File: src/rtl/wb_regfile_sb_pkg.sv
// Shared constants for the writeback register file and its pending-write scoreboard.
package wb_regfile_sb_pkg;

   localparam int unsigned XLEN   = 64;
   localparam int unsigned NREG   = 32;
   localparam int unsigned PEND_W = 2;
   localparam int unsigned REG_AW = 5;

   localparam logic [REG_AW-1:0] REG_ZERO = '0;

endpackage

File: src/rtl/wb_regfile_sb_sb_counter.sv
// One per-register pending-write counter: saturating up/down with a synchronous clear.
module sb_counter
   import wb_regfile_sb_pkg::*;
#(
   parameter int unsigned W = PEND_W
) (
   input  logic         clk,
   input  logic         rst_n,
   input  logic         clear,
   input  logic         inc,
   input  logic         dec,
   output logic [W-1:0] count,
   output logic         at_max
);

   logic [W-1:0] count_q;

   assign count  = count_q;
   assign at_max = &count_q;

   // Simultaneous inc and dec cancel; the guards keep the counter from wrapping.
   always_ff @(posedge clk) begin
      if (!rst_n || clear) begin
         count_q <= '0;
      end else if (inc && !dec && !at_max) begin
         count_q <= count_q + W'(1);
      end else if (dec && !inc && count_q != '0) begin
         count_q <= count_q - W'(1);
      end
   end

endmodule

File: src/rtl/wb_regfile_sb.sv
// Integer register file fed by the MEM/WB writeback port, with write-through read
// bypass, a per-register pending-write scoreboard and a retired-instruction counter.
module wb_regfile_sb #(
   parameter int unsigned XLEN   = wb_regfile_sb_pkg::XLEN,
   parameter int unsigned NREG   = wb_regfile_sb_pkg::NREG,
   parameter int unsigned PEND_W = wb_regfile_sb_pkg::PEND_W
) (
   input  logic            clk,
   input  logic            rst_n,
   input  logic            wb_we_i,
   input  logic [4:0]      wb_waddr_i,
   input  logic [XLEN-1:0] wb_wdata_i,
   input  logic            wb_commit_i,
   input  logic            issue_valid_i,
   input  logic            issue_we_i,
   input  logic [4:0]      issue_rd_i,
   input  logic            flush_i,
   input  logic [4:0]      rs1_addr_i,
   input  logic [4:0]      rs2_addr_i,
   output logic [XLEN-1:0] rs1_data_o,
   output logic [XLEN-1:0] rs2_data_o,
   output logic            rs1_busy_o,
   output logic            rs2_busy_o,
   output logic            issue_ready_o,
   output logic [63:0]     instret_o,
   output logic            sb_err_o
);
   import wb_regfile_sb_pkg::*;

   logic [XLEN-1:0]   regs [1:NREG-1];
   logic [PEND_W-1:0] pend [NREG];
   logic [NREG-1:0]   inc;
   logic [NREG-1:0]   dec;
   logic [NREG-1:0]   at_max;
   logic              issue_fire;
   logic              wb_write;
   logic [63:0]       instret_q;
   logic              sb_err_q;

   assign wb_write   = wb_we_i && (wb_waddr_i != REG_ZERO);
   assign issue_fire = issue_valid_i && issue_we_i && issue_ready_o && !flush_i;

   // x0 has no counter; tie its slot off so lookups by address stay uniform.
   assign pend[0]   = '0;
   assign inc[0]    = 1'b0;
   assign dec[0]    = 1'b0;
   assign at_max[0] = 1'b0;

   for (genvar r = 1; r < NREG; r++) begin : g_pend
      assign inc[r] = issue_fire && (issue_rd_i == REG_AW'(r));
      assign dec[r] = wb_we_i && (wb_waddr_i == REG_AW'(r)) && (pend[r] != '0);

      sb_counter #(
         .W (PEND_W)
      ) u_cnt (
         .clk    (clk),
         .rst_n  (rst_n),
         .clear  (flush_i),
         .inc    (inc[r]),
         .dec    (dec[r]),
         .count  (pend[r]),
         .at_max (at_max[r])
      );
   end

   // A full counter can still accept an issue when one of its writes drains this cycle.
   assign issue_ready_o = !(issue_we_i && (issue_rd_i != REG_ZERO) &&
                            at_max[issue_rd_i] && !dec[issue_rd_i]);

   function automatic logic [XLEN-1:0] read_data(input logic [4:0] addr);
      logic [XLEN-1:0] d;
      d = '0;
      if (addr == REG_ZERO) begin
         d = '0;
      end else if (wb_we_i && (wb_waddr_i == addr)) begin
         d = wb_wdata_i;
      end else begin
         d = regs[addr];
      end
      return d;
   endfunction

   // Busy clears only when the completing writeback is the sole outstanding one.
   function automatic logic read_busy(input logic [4:0] addr);
      logic bypass;
      bypass = wb_we_i && (wb_waddr_i == addr) && (addr != REG_ZERO);
      return (pend[addr] != '0) && !(bypass && (pend[addr] == PEND_W'(1)));
   endfunction

   always_comb begin
      rs1_data_o = read_data(rs1_addr_i);
      rs2_data_o = read_data(rs2_addr_i);
      rs1_busy_o = read_busy(rs1_addr_i);
      rs2_busy_o = read_busy(rs2_addr_i);
   end

   always_ff @(posedge clk) begin
      if (!rst_n) begin
         for (int unsigned i = 1; i < NREG; i++) begin
            regs[i] <= '0;
         end
      end else if (wb_write) begin
         regs[wb_waddr_i] <= wb_wdata_i;
      end
   end

   always_ff @(posedge clk) begin
      if (!rst_n) begin
         instret_q <= '0;
         sb_err_q  <= 1'b0;
      end else begin
         if (wb_commit_i) begin
            instret_q <= instret_q + 64'd1;
         end
         if (wb_write && (pend[wb_waddr_i] == '0)) begin
            sb_err_q <= 1'b1;
         end
      end
   end

   assign instret_o = instret_q;
   assign sb_err_o  = sb_err_q;

endmodule

File: config.mk
export PLATFORM = sky130hd
export DESIGN_NAME = wb_regfile_sb
export DESIGN_NICKNAME = d
export VERILOG_FILES = /design/src/rtl/wb_regfile_sb_pkg.sv /design/src/rtl/wb_regfile_sb_sb_counter.sv /design/src/rtl/wb_regfile_sb.sv
export SDC_FILE = /design/constraint.sdc
export NUM_CORES = 2
export LEC_CHECK = 0
export ABC_CLOCK_PERIOD_IN_PS = 11400
export BUFFER_PORTS_ARGS = -buffer_cell sky130_fd_sc_hd__buf_2
export CAP_MARGIN = 10
export CORE_MARGIN = 4
export CORE_UTILIZATION = 48
export DETAILED_ROUTE_END_ITERATION = 10
export HOLD_SLACK_MARGIN = 0.15
export SETUP_SLACK_MARGIN = 0.3
export SLEW_MARGIN = 30
export SYNTH_ARGS = -nofsm -noshare
export SYNTH_HDL_FRONTEND = slang
export SYNTH_SLANG_ARGS = --single-unit
File: constraint.sdc
create_clock -name clk -period 11.4 [get_ports clk]
set_input_delay 2.28 -clock clk [delete_from_list [all_inputs] [get_ports clk]]
set_output_delay 2.28 -clock clk [all_outputs]
set_load 0.05 [all_outputs]
==> results.tsv <==
stage	metric	value	unit
global_routing	grt_pass1_vias	80800	
worst_hold_path	hold_path.class	flop to flop	
floorplanning	die_height	505	microns
clock_tree	cts.path.max_buffers	3	
clock_tree	clock_latency	900	ps
global_routing	overflow	0	
detailed_routing	vias	82000	
worst_setup_path	cp.arrival	6540	ps
sta	drv_slew	0	
worst_setup_path	crit_path_end_kind	primary output	
floorplanning	core-area	246000	sq um
cells_and_area	fillers	20100	
sta	finalSetupViolCount	0	
worst_setup_path	critPathKind	input port to primary output	
cells_and_area	final_core_util	53.4	%
floorplanning	dieArea	255000	sq um
clock_tree	cts_max_level	4	
worst_setup_path	cp_cell_sequence	buf_8 > buf_4 > buf_4 > mux4_2 > mux2_2 > a221oi_1 > a211oi_1 > a21oi_1 > nor2_1 > buf_2	
run	maxCapViolations	0	
synthesis	synth_edf_count	2048	
clock_tree	ctsResizeCount	0	
synthesis	yosys_warnings	0	
power_and_ir_drop	p_sw	5.28	mW
detailed_routing	route.detailed.drc	0	
placement	io_buffers	286	
worst_setup_path	cp_data_required_time	9120	ps
clock_tree	cts_buffers	235	
power_and_ir_drop	switching_share	26.9	%
synthesis	synth_seq_cells	2175	
synthesis	ys_seq_area_share	54.0	%
sta	fmax	113	MHz
cells_and_area	nNetsFinal	8433	
detailed_routing	drt-pass1-iter-count	6	
power_and_ir_drop	peakVddDrop	161	uV
global_routing	grt_pass1_wl	632	mm
sta	hold_violations	0	
floorplanning	row_count	182	
synthesis	synth_cells	8438	
worst_setup_path	worst_path_max_delay_cell	a21oi_1	
clock_tree	clock_sinks	2175	
placement	dp.final_hpwl	253	mm
power_and_ir_drop	internal-power	14.3	mW
synthesis	synth_top_flop_cell	edfxtp_1	
power_and_ir_drop	p_leak	45.2	nW
clock_tree	cts-root-buf	clkbuf_16	
cells_and_area	drive_gt1_share	23.8	%
worst_setup_path	crit_fanout	57	
floorplanning	io_pins	287	
power_and_ir_drop	p_comb_share	14.0	%
floorplanning	dieWidth	505	microns
sta	rsz0062_at_grt	no	
power_and_ir_drop	powerDensity	149	nW/um^2
power_and_ir_drop	total_power	19.6	mW
clock_tree	post_cts_buffers	0	
placement	dp_cells	11300	
sta	fin_worst_skew	27.5	ps
worst_setup_path	worstSetupStartpointType	input port	
synthesis	synth_cell_types	83	
sta	whs	477	ps
clock_tree	cts_tree	built	
power_and_ir_drop	clkPwrFrac	38.3	%
clock_tree	clk_pin_slew_worst_paths	60	ps
power_and_ir_drop	pwr-share-seq	47.7	%
worst_setup_path	slowest_delay	740	ps
sta	period_share	77.4	%
clock_tree	ctsHoldBuffers	0	
placement	gp_congestion	0.897	
sta	tightest_slew	1120	ps
global_routing	grt_max_degree	109	
detailed_routing	ant_nets	0	
detailed_routing	wire_per_inst	38.5	microns
detailed_routing	first_iter_violations	13600	
synthesis	syn_avg_cell_area	14.1	sq um
sta	slew_headroom	25.4	%
worst_setup_path	critPathMostFrequentCell	buf_4	
cells_and_area	area_growth	10.7	%
sta	period_minus_slack	8820	ps
global_routing	grt_usage	35.0	%
synthesis	synthArstFlopShare	0	%
synthesis	netlist_area	119000	sq um
floorplanning	start_util	48.3	%
cells_and_area	stdcell_count	11800	
global_routing	antenna_found_initial	69	
detailed_routing	drt-total-wl	454	mm
sta	tns	0	ps
status	outcome	completed	
detailed_routing	avgViaCountPerCell	6.95	
==> power groups by stage <==
stage,Sequential (mW),Combinational [mW],Clock (mW)
floorplan,9.48,1.72,0
global placement,9.47,2.68,0
detailed placement,9.51,2.70,0
CTS,9.34,2.71,7.55
global route,9.39,2.82,7.89
finish,9.35,2.75,7.51
==> stage by stage <==
| step | cell area [sq um] | worst slack (ps) |
|---|---|---|
| 2_1_floorplan | 119000 | 3000 |
| 3_3_place_gp | 123000 | 2680 |
| 3_5_place_dp | 124000 | 2650 |
| 4_1_cts | 131000 | 2650 |
| 5_1_grt | 131000 | 2560 |
| 6_report | 131000 | 2580 |
==> cell families (layout without fill, tap and decap cells) <==
group	count (synthesis)	in the layout	synth area share, %
AND/OR/NAND/NOR	2812	2812	13.9
flip-flops	2175	2175	54.0
multiplexers	1505	1505	23.0
AO/OA/AOI/OAI	955	955	5.60
buffers and inverters	928	964	3.04
XOR/XNOR	61	61	0.450
adder cells (fa/ha/maj)	1	1	0.0105
other	1	112	0.00316
==> worst max-delay path, delay by kind of cell <==
family                 cells  cell delay (ps)
AND/OR/NAND/NOR            1              160
multiplexers               2              680
AO/OA/AOI/OAI              3             1140
buffers and inverters      4             2120
==> area by class of cell <==
class	count	area (sq um)	share of cell area (%)
Sequential cell	2175	64000	48.7
Multi-Input combinational cell	5398	51900	39.5
Clock buffer	303	6230	4.74
Tap cell	3220	4030	3.07
Timing Repair Buffer	515	3820	2.91
Clock inverter	130	1150	0.873
Antenna cell	48	120	0.0914
Inverter	16	62.6	0.0476
==> cells in the final DEF (no fill, tap or decap), drive strengths merged, types with 114 or more instances in the layout <==
cell	Yosys	layout
edfxtp	2048	2048
and2	2042	2042
mux4	968	968
buf	214	514
mux2i	400	400
clkbuf	698	304
nor2	264	264
a21oi	180	180
nand2	174	174
a211oi	170	170
o22ai	137	137
mux2	137	137
dfxtp	127	127
o21ai	114	114
==> flip-flops by register name, summed over array words and instances, names as in the netlist <==
name and cells:
regs 2048, instret_o 64, g_pend.u_cnt.count 62, sb_err_o 1
==> path summary, 6_finish.rpt <==
kind | startpoint | end | slack, ps | cells after the start
worst min register to register | sb_err_o$_SDFFE_PN0P_ | sb_err_o$_SDFFE_PN0P_ | 480 | 1
worst min-delay path | sb_err_o$_SDFFE_PN0P_ | sb_err_o$_SDFFE_PN0P_ | 480 | 1
worst max register to register | g_pend[14].u_cnt.count[0]$_SDFFE_PP0P_ | g_pend[29].u_cnt.count[0]$_SDFFE_PP0P_ | 7950 | 9
worst max-delay path | rs2_addr_i[1] | rs2_data_o[16] | 2580 | 10
==> cell usage after synthesis, types with 20 or more instances <==
| cell type | instances | area [sq um] |
|---|---|---|
| edfxtp_1 | 2048 | 61500 |
| and2_1 | 2042 | 12800 |
| mux4_2 | 968 | 21800 |
| clkbuf_1 | 697 | 2620 |
| mux2i_1 | 400 | 4000 |
| nor2_1 | 262 | 983 |
| a21oi_1 | 180 | 901 |
| nand2_1 | 173 | 649 |
| a211oi_1 | 168 | 1260 |
| o22ai_1 | 137 | 857 |
| mux2_2 | 133 | 1500 |
| dfxtp_1 | 127 | 2540 |
| buf_1 | 124 | 465 |
| o21ai_0 | 107 | 536 |
| a221oi_1 | 88 | 771 |
| buf_2 | 86 | 430 |
| nand2b_1 | 75 | 469 |
| o221ai_1 | 63 | 552 |
| o211ai_1 | 62 | 465 |
| nand3_1 | 59 | 295 |
| nor3_1 | 44 | 220 |
| xnor2_1 | 44 | 385 |
| nand4_1 | 42 | 263 |
| a221o_1 | 32 | 320 |
| and3_1 | 21 | 131 |
| a31oi_1 | 20 | 125 |
==> per-layer routing <==
layer / routed length [microns] / global-route usage, %
met5: 238 / 0.206
met4: 24800 / 16.3
met3: 58900 / 9.51
met2: 206000 / 53.9
met1: 164000 / 46.6
Power figures use the tool's default switching activity.
